## config.mk

```make
export PLATFORM = sky130hd
export DESIGN_NAME = beat_sequencer
export DESIGN_NICKNAME = d
export VERILOG_FILES = /design/src/rtl/beat_sequencer_pkg.sv /design/src/rtl/beat_onehot_check.sv /design/src/rtl/beat_sequencer.sv
export SDC_FILE = /design/constraint.sdc
export NUM_CORES = 1
export LEC_CHECK = 0
export CAP_MARGIN = 20
export CORE_AREA = 5 5 75 77
export CTS_BUF_LIST = sky130_fd_sc_hd__clkbuf_2 sky130_fd_sc_hd__clkbuf_4 sky130_fd_sc_hd__clkbuf_8
export CTS_CLUSTER_DIAMETER = 120
export DETAILED_ROUTE_END_ITERATION = 8
export DIE_AREA = 0 0 80 82
export GPL_TIMING_DRIVEN = 0
export PLACE_DENSITY = 0.59
export SYNTH_ARGS = -nofsm -noshare
export SYNTH_HDL_FRONTEND = slang
export SYNTH_SLANG_ARGS = --single-unit
```

## constraint.sdc

```tcl
create_clock -name in_CLK -period 3.3 [get_ports in_CLK]
set_input_delay 0.66 -clock in_CLK [delete_from_list [all_inputs] [get_ports in_CLK]]
set_output_delay 0.66 -clock in_CLK [all_outputs]
set_load 0.01 [all_outputs]
```

## src/rtl/beat_sequencer_pkg.sv

```systemverilog
// rtl/beat_sequencer_pkg.sv - shared types and constants for the beat sequencer
package beat_sequencer_pkg;

  typedef enum logic [1:0] {
    ST_IDLE = 2'd0,
    ST_RUN  = 2'd1,
    ST_STEP = 2'd2,
    ST_HALT = 2'd3
  } state_e;

  localparam logic PH_SCAN   = 1'b0;
  localparam logic PH_ACTION = 1'b1;

  localparam int DEF_CI_BEAT    = 1;
  localparam int DEF_FETCH_BEAT = 3;
  localparam int DEF_EXEC_BEAT  = 4;

endpackage

```

## src/rtl/beat_onehot_check.sv

```systemverilog
// rtl/beat_onehot_check.sv - flags multi-hot and all-zero beat vectors
module beat_onehot_check #(
  parameter int W = 13
) (
  input  logic [W-1:0] beat_i,
  output logic         multi_o,
  output logic         zero_o
);

  // Clearing the lowest set bit leaves something only if two or more were set.
  assign multi_o = |(beat_i & (beat_i - W'(1)));
  assign zero_o  = (beat_i == '0);

endmodule

```

## src/rtl/beat_sequencer.sv

```systemverilog
// rtl/beat_sequencer.sv - SCAN/ACTION machine-cycle sequencer with run state
module beat_sequencer
  import beat_sequencer_pkg::*;
#(
  parameter int SUB_CYCLES = 13,
  parameter int CI_BEAT    = DEF_CI_BEAT,
  parameter int FETCH_BEAT = DEF_FETCH_BEAT,
  parameter int EXEC_BEAT  = DEF_EXEC_BEAT,
  parameter int CNT_W      = 16
) (
  input  logic                  in_CLK,
  input  logic                  in_RST_N,
  input  logic [SUB_CYCLES-1:0] b_CONTROLLER,
  input  logic                  in_RUN,
  input  logic                  in_STEP,
  input  logic                  in_CLEAR,
  input  logic                  in_STOP_INSTR,
  output logic                  o_PHASE,
  output logic                  o_CI_INC,
  output logic                  o_PI_LOAD,
  output logic                  o_EXEC,
  output logic                  o_RUNNING,
  output logic                  o_HALTED,
  output logic                  o_BEAT_ERR,
  output logic [CNT_W-1:0]      o_INSTR_CNT
);

  state_e           state_q, state_d;
  logic             phase_q, phase_d;
  logic             step_pend_q, step_pend_d;
  logic             stop_pend_q, stop_pend_d;
  logic             ci_q, ci_d, pi_q, pi_d, exec_q, exec_d;
  logic             err_q, err_d;
  logic [CNT_W-1:0] cnt_q, cnt_d;

  logic multi, zero, valid, last_beat;

  beat_onehot_check #(.W(SUB_CYCLES)) u_check (
    .beat_i  (b_CONTROLLER),
    .multi_o (multi),
    .zero_o  (zero)
  );

  assign valid     = !multi && !zero;
  assign last_beat = b_CONTROLLER[SUB_CYCLES-1];

  always_comb begin
    state_d     = state_q;
    phase_d     = phase_q;
    step_pend_d = step_pend_q;
    stop_pend_d = stop_pend_q;
    ci_d        = 1'b0;
    pi_d        = 1'b0;
    exec_d      = 1'b0;
    err_d       = err_q | multi;
    cnt_d       = cnt_q;

    unique case (state_q)
      ST_IDLE: begin
        if (in_STEP) step_pend_d = 1'b1;
        if (valid && last_beat) begin
          phase_d = PH_SCAN;
          if (in_RUN) begin
            state_d = ST_RUN;
          end else if (step_pend_q) begin
            state_d     = ST_STEP;
            step_pend_d = 1'b0;
          end
        end
      end
      ST_RUN, ST_STEP: begin
        if (phase_q == PH_SCAN) begin
          ci_d = valid && b_CONTROLLER[CI_BEAT];
          pi_d = valid && b_CONTROLLER[FETCH_BEAT];
          if (valid && last_beat) phase_d = PH_ACTION;
        end else begin
          if (valid && b_CONTROLLER[EXEC_BEAT]) begin
            exec_d      = 1'b1;
            stop_pend_d = in_STOP_INSTR;
          end
          // Raw last-beat bit so a corrupted completion beat still counts.
          if (last_beat) begin
            cnt_d       = cnt_q + CNT_W'(1);
            phase_d     = PH_SCAN;
            stop_pend_d = 1'b0;
            if (stop_pend_q)                           state_d = ST_HALT;
            else if (state_q == ST_STEP || !in_RUN)    state_d = ST_IDLE;
            else                                       state_d = ST_RUN;
          end
        end
        if (multi) begin
          state_d     = ST_HALT;
          phase_d     = PH_SCAN;
          stop_pend_d = 1'b0;
        end
      end
      ST_HALT: begin
        if (in_CLEAR) begin
          state_d     = ST_IDLE;
          step_pend_d = 1'b0;
        end
      end
      default: state_d = ST_IDLE;
    endcase
  end

  always_ff @(posedge in_CLK or negedge in_RST_N) begin
    if (!in_RST_N) begin
      state_q     <= ST_IDLE;
      phase_q     <= PH_SCAN;
      step_pend_q <= 1'b0;
      stop_pend_q <= 1'b0;
      ci_q        <= 1'b0;
      pi_q        <= 1'b0;
      exec_q      <= 1'b0;
      err_q       <= 1'b0;
      cnt_q       <= '0;
    end else begin
      state_q     <= state_d;
      phase_q     <= phase_d;
      step_pend_q <= step_pend_d;
      stop_pend_q <= stop_pend_d;
      ci_q        <= ci_d;
      pi_q        <= pi_d;
      exec_q      <= exec_d;
      err_q       <= err_d;
      cnt_q       <= cnt_d;
    end
  end

  assign o_PHASE     = phase_q;
  assign o_CI_INC    = ci_q;
  assign o_PI_LOAD   = pi_q;
  assign o_EXEC      = exec_q;
  assign o_RUNNING   = (state_q == ST_RUN) || (state_q == ST_STEP);
  assign o_HALTED    = (state_q == ST_HALT);
  assign o_BEAT_ERR  = err_q;
  assign o_INSTR_CNT = cnt_q;

endmodule

```

==> results of run 1 <==
[path summary, 6_finish.rpt]
check                                 from               to  slack (ns)  cells past startpoint
setup / recovery           b_CONTROLLER[5]       state_q[0]        0.65                      7
min in group asynchronous         in_RST_N        o_PI_LOAD        0.73                      1
hold / removal             o_INSTR_CNT[15]  o_INSTR_CNT[15]        0.47                      1
max in group asynchronous         in_RST_N      step_pend_q        2.10                      2
setup reg to reg                state_q[1]  o_INSTR_CNT[15]        1.03                      9
hold reg to reg            o_INSTR_CNT[15]  o_INSTR_CNT[15]        0.47                      1
[cells in the mapped netlist]
cell / n
dfrtp_1: 25
nand2_1: 14
nor2_1: 13
inv_1: 9
xnor2_1: 8
xor2_1: 8
a21oi_1: 7
o21ai_0: 7
and3_1: 6
nand3_1: 5
nand4_1: 5
nor3_1: 5
ha_1: 4
a211oi_1: 3
nor2b_1: 3
or2_2: 3
a41oi_1: 2
mux2_2: 2
nand2b_1: 2
nor4_4: 2
o211ai_1: 2
a211oi_2: 1
a21boi_1: 1
a21oi_2: 1
a221o_1: 1
a31oi_1: 1
and4_1: 1
clkbuf_1: 1
mux2i_1: 1
nand3b_1: 1
nand4b_1: 1
nor4b_1: 1
o21ai_2: 1
o221ai_1: 1
o31ai_1: 1
[layer usage]
layer / up-vias / part of all wire / global-route usage / wire (µm)
met3: 2 / 0.050 / 0.0307 / 152
met1: 564 / 0.46 / 0.135 / 1410
li1: 620 / - / - / -
met2: 21 / 0.48 / 0.165 / 1460
met4: 0 / 0.0059 / 0.0152 / 18
met5: - / 0 / 0 / 0
[power by group]
group / internal, mW / switching [mW]
Combinational: 0.161 / 0.187
Clock: 0.0854 / 0.0962
Sequential: 0.326 / 0.0148
Total: 0.572 / 0.298
[cell type report]
class,count,area (µm²),area share
Buffer,1,3.75,0.00188
Clock buffer,3,41.3,0.0206
Clock inverter,1,7.51,0.00375
Inverter,9,33.8,0.0169
Multi-Input combinational cell,114,764,0.382
Sequential cell,25,626,0.313
Tap cell,70,87.6,0.0438
Timing Repair Buffer,42,438,0.219
[cell families after synthesis]
logic type               count (synthesis)  share of synthesized area
AO/OA/AOI/OAI                           29                      0.137
XOR/XNOR                                16                     0.0982
adder cells (fa/ha/maj)                  4                     0.0351
buffers and inverters                   10                     0.0263
flip-flops                              25                      0.438
multiplexers                             3                     0.0228
AND/OR/NAND/NOR                         62                      0.243
[state kept, by name, summed over array words and instances, names as in the netlist]
name         count
o_PI_LOAD        1
stop_pend_q      1
step_pend_q      1
o_EXEC           1
o_CI_INC         1
o_INSTR_CNT     16
o_PHASE          1
state_q          2
o_BEAT_ERR       1
[critical path, cell delays in order]
cell	delay (ns)
clkdlybuf4s50_1	0.47
nor4_4	0.48
o21ai_2	0.11
a211oi_2	0.38
nand3_1	0.15
a21oi_2	0.20
mux2_2	0.35
==> flow_metrics.env, run 1 <==
export IMPL_start_util=0.289
export IMPL_io_buffers=41
export IMPL_hp_class="reg2reg"
export IMPL_fin_area_um2=2000
export IMPL_pre_cts_slack_ns=0.375
export IMPL_start_kind="primary input"
export IMPL_postCtsSetupRepairBufs=0
export IMPL_clkTransAtPathRegs_ns=0.09
export IMPL_postSynthAreaPerCell_um2=9.58
export IMPL_crit_path_end_kind="flop"
export IMPL_nets=219
export IMPL_ys_seq_elements=25
export IMPL_gp_congestion=0.791
export IMPL_drc_errors=0
export IMPL_postCtsResizedCells=0
export IMPL_power_density_nw_per_um2=435
export IMPL_clock_tree_buffer_depth=2
export IMPL_grt_max_degree=17
export IMPL_rows=26
export IMPL_dr_pass1_iters=4
export IMPL_post_dp_cell_area_um2=1950
export IMPL_synth_area_leader_cell="dfrtp_1"
export IMPL_die_area_um2=6560
export IMPL_rsz0062_at_grt="false"
export IMPL_layout_commonest_cell="clkdlybuf4s50_1"
export IMPL_fin_util=0.405
export IMPL_layout_common_cells="41 x clkdlybuf4s50_1, 25 x dfrtp_1, 14 x nand2_1"
export IMPL_yosys_top_cells_area="dfrtp_1 44%, xnor2_1 4.9%, xor2_1 4.9%"
export IMPL_cts_made_buffers=3
export IMPL_power_mw=0.870
export IMPL_required_ns=3.46
export IMPL_period_needed_ns=2.65
export IMPL_drive_above_1_share=0.0769
export IMPL_period_share=0.804
export IMPL_whs_ns=0.468
export IMPL_critical_path_class="in2reg"
export IMPL_tns_ns=0
export IMPL_grt_overflow_total=0
export IMPL_final_cells=265
export IMPL_setup_viol=0
export IMPL_slew_violations=0
export IMPL_synth_cell_type_count=35
export IMPL_grt_antenna_before_repair=0
export IMPL_fill_cells=534
export IMPL_place_inst=261
export IMPL_dp_hpwl_um=2480
export IMPL_fp_dieH_um=82
export IMPL_num_vias=1207
export IMPL_synth_nets=172
export IMPL_hold_viol=0
export IMPL_dr_first_iter_drc_count=35
export IMPL_fin_ws_ns=0.647
export IMPL_h_tree_depth=1
export IMPL_synth_warnings=0
export IMPL_synth_area_um2=1430
export IMPL_cts_hold_buf=0
export IMPL_ir_worst_vdd_uv=274
export IMPL_fp_dieW_um=80
export IMPL_critPathMaxFanout=7
export IMPL_grt_first_pass_wirelength_um=5390
export IMPL_syn_inst=149
export IMPL_slew_headroom=0.648
export IMPL_ctsRootBufferMaster="clkbuf_8"
export IMPL_post_synth_top_area_fraction=0.438
export IMPL_worst_pin_slew_ns=0.526
export IMPL_cts_tree="built"
export IMPL_arrival_ns=2.81
export IMPL_outcome="finished clean"
export IMPL_max_freq_mhz=377
export IMPL_via_per_inst=4.55
export IMPL_wirelength_um=3050
export IMPL_drv_cap=0
export IMPL_antenna_left=0
export IMPL_ys_seq_area_frac=0.438
export IMPL_antenna_cells=0
export IMPL_track_usage=0.101
export IMPL_first_global_vias=1182
export IMPL_core_area_um2=4940
export IMPL_wl_per_cell_um=11.5
export IMPL_clock_sinks=25
export IMPL_io_pins=42
export IMPL_skew_ns=0.00169
export IMPL_worstSkewPairLatency_ns=0.26
export IMPL_areaGrowthSynthToFinish_pct=40.2
export IMPL_p_leak_nw=0.848
No activity file was read; power rests on OpenSTA's default activity.
==> run 2: changes to the inputs <==
clock period = 2.7 ns   (was 3.3 ns; I/O delays follow)
==> run 2 against run 1 <==
- register-to-register slack worse by 0.60 ns
- utilization is 0.15 points higher
- clock power is 22% higher
- critical path depth stayed put
- clock skew stayed put
- first-iteration DRC count is 29% higher
- non-clock buffer count is 1 higher
- combinational power is 22% higher
- sequential share of layout area is 0.12 points lower
- cell count is 0.38% higher
- design area is 0.38% higher
- critical path type unchanged
- largest cell class unchanged
- largest power group unchanged
==> flow_metrics.env, run 2 (synthesis gave the netlist of run 1 again) <==
export IMPL_outcome="finished clean"
export IMPL_layout_commonest_cell="clkdlybuf4s50_1"
export IMPL_max_freq_mhz=397
export IMPL_whs_ns=0.468
export IMPL_dp_hpwl_um=2480
export IMPL_start_kind="primary input"
export IMPL_final_cells=266
export IMPL_ir_worst_vdd_uv=335
export IMPL_min_delay_start="o_INSTR_CNT[15]"
export IMPL_slew_headroom=0.648
export IMPL_hp_class="reg2reg"
export IMPL_areaGrowthSynthToFinish_pct=40.8
export IMPL_worstSkewPairLatency_ns=0.26
export IMPL_r2r_end="o_INSTR_CNT[15]"
export IMPL_setup_viol=0
export IMPL_grt_overflow_total=0
export IMPL_io_pins=42
export IMPL_critical_path_top_delay_family="compound AO/OA/AOI/OAI gates"
export IMPL_rows=26
export IMPL_cp_cell_sequence="clkdlybuf4s50_1 > nor4_4 > o21ai_2 > a211oi_2 > nand3_1 > a21oi_2 > mux2_2"
export IMPL_via_per_inst=4.53
export IMPL_num_vias=1206
export IMPL_skew_ns=0.00169
export IMPL_period_share=0.933
export IMPL_period_needed_ns=2.52
export IMPL_nets=220
export IMPL_slew_violations=0
export IMPL_max_stage_delay_ns=0.49
export IMPL_core_area_um2=4940
export IMPL_drive_above_1_share=0.0816
export IMPL_start_util=0.289
export IMPL_critical_path_class="in2reg"
export IMPL_crit_cells=7
export IMPL_drc_errors=0
export IMPL_p_leak_nw=0.853
export IMPL_dr_pass1_iters=4
export IMPL_required_ns=2.86
export IMPL_grt_first_pass_wirelength_um=5390
export IMPL_fill_cells=532
export IMPL_hold_viol=0
export IMPL_p_comb_frac=0.400
export IMPL_cpMaxStageDelayCell="clkdlybuf4s50_1"
export IMPL_fin_util=0.406
export IMPL_clock_tree_buffer_depth=2
export IMPL_r2r_slack_ns=0.43
export IMPL_dr_first_iter_drc_count=45
export IMPL_io_buffers=41
export IMPL_swShare=0.342
export IMPL_power_density_nw_per_um2=529
export IMPL_rsz0062_at_grt="false"
export IMPL_reg2regPathDepth=9
export IMPL_cts_made_buffers=3
export IMPL_grt_antenna_before_repair=0
export IMPL_layout_common_cells="41 x clkdlybuf4s50_1, 25 x dfrtp_1, 14 x nand2_1"
export IMPL_h_tree_depth=1
export IMPL_fp_dieW_um=80
export IMPL_min_to="o_INSTR_CNT[15]"
export IMPL_power_switching_mw=0.364
export IMPL_track_usage=0.101
export IMPL_wirelength_um=3050
export IMPL_antenna_cells=0
export IMPL_worst_pin_slew_ns=0.526
export IMPL_drv_cap=0
export IMPL_crit_path_end_kind="flop"
export IMPL_cts_tree="built"
export IMPL_clock_sinks=25
export IMPL_ctsRootBufferMaster="clkbuf_8"
export IMPL_r2r_start="state_q[1]"
export IMPL_gp_congestion=0.791
export IMPL_p_seq_frac=0.392
export IMPL_fp_dieH_um=82
export IMPL_power_frac_clock=0.209
export IMPL_place_inst=261
export IMPL_first_global_vias=1182
export IMPL_intPower_mw=0.700
export IMPL_antenna_left=0
export IMPL_arrival_ns=2.68
export IMPL_largest_reg_flops=16
export IMPL_die_area_um2=6560
export IMPL_path_buf_inv=1
export IMPL_critPathMaxFanout=6
export IMPL_grt_max_degree=17
export IMPL_clkTransAtPathRegs_ns=0.09
export IMPL_wl_per_cell_um=11.5
export IMPL_min_delay_path_depth=1
export IMPL_power_mw=1.06
-- run 2: changes by cell type in the layout (fill, tap and decap cells not counted), sizes merged --
cell  previous run  this run
buf              1         2
-- run 2: worst max-delay path by stage --
stage	start	endpoint	slack (ns)
2_1_floorplan	b_CONTROLLER[5]	state_q[0]	0.59
3_3_place_gp	b_CONTROLLER[1]	state_q[0]	-0.10
3_5_place_dp	b_CONTROLLER[5]	state_q[0]	-0.11
4_1_cts	b_CONTROLLER[5]	state_q[0]	0.19
5_1_grt	b_CONTROLLER[1]	state_q[0]	0.02
6_report	b_CONTROLLER[1]	state_q[0]	0.18
-- run 2: power by group through the flow --
stage / Clock [mW] / Sequential (mW) / Combinational, mW
final: 0.222 / 0.417 / 0.425
after global routing: 0.251 / 0.423 / 0.480
after CTS: 0.236 / 0.418 / 0.433
after detailed placement: 0 / 0.425 / 0.429
after global placement: 0 / 0.423 / 0.424
after floorplan: 0 / 0.421 / 0.273
-- run 2: cell type report --
class | instances | area, µm² | share of cell area
multi-input cells | 114 | 764 | 0.380
flip-flops and latches | 25 | 626 | 0.311
repair buffers | 43 | 445 | 0.222
well taps | 70 | 87.6 | 0.0436
clock buffers | 3 | 41.3 | 0.0205
inverters | 9 | 33.8 | 0.0168
clock inverters | 1 | 7.51 | 0.00374
plain buffers | 1 | 3.75 | 0.00187
-- run 2: routing by layer --
metal  wire length, µm  GRT usage
met1              1420      0.135
met2              1450      0.165
met3               152     0.0307
met4                18     0.0152
met5                 0          0
-- run 2: repair_timing --
action | in CTS | in global routing
hold buffers | 0 | 0
gates resized for setup | 0 | 0
endpoints found under the setup margin | 0 | 1
buffers inserted | 0 | 1
-- run 2: stage by stage --
| stage | area (µm²) | setup WS (ns) | TNS [ns] |
|---|---|---|---|
| finish | 2010 | 0.180 | 0 |
| global route | 2010 | 0.0158 | 0 |
| CTS | 2000 | 0.194 | 0 |
| detailed placement | 1950 | -0.105 | -0.105 |
| global placement | 1930 | -0.100 | -0.100 |
| floorplan | 1430 | 0.589 | 0 |
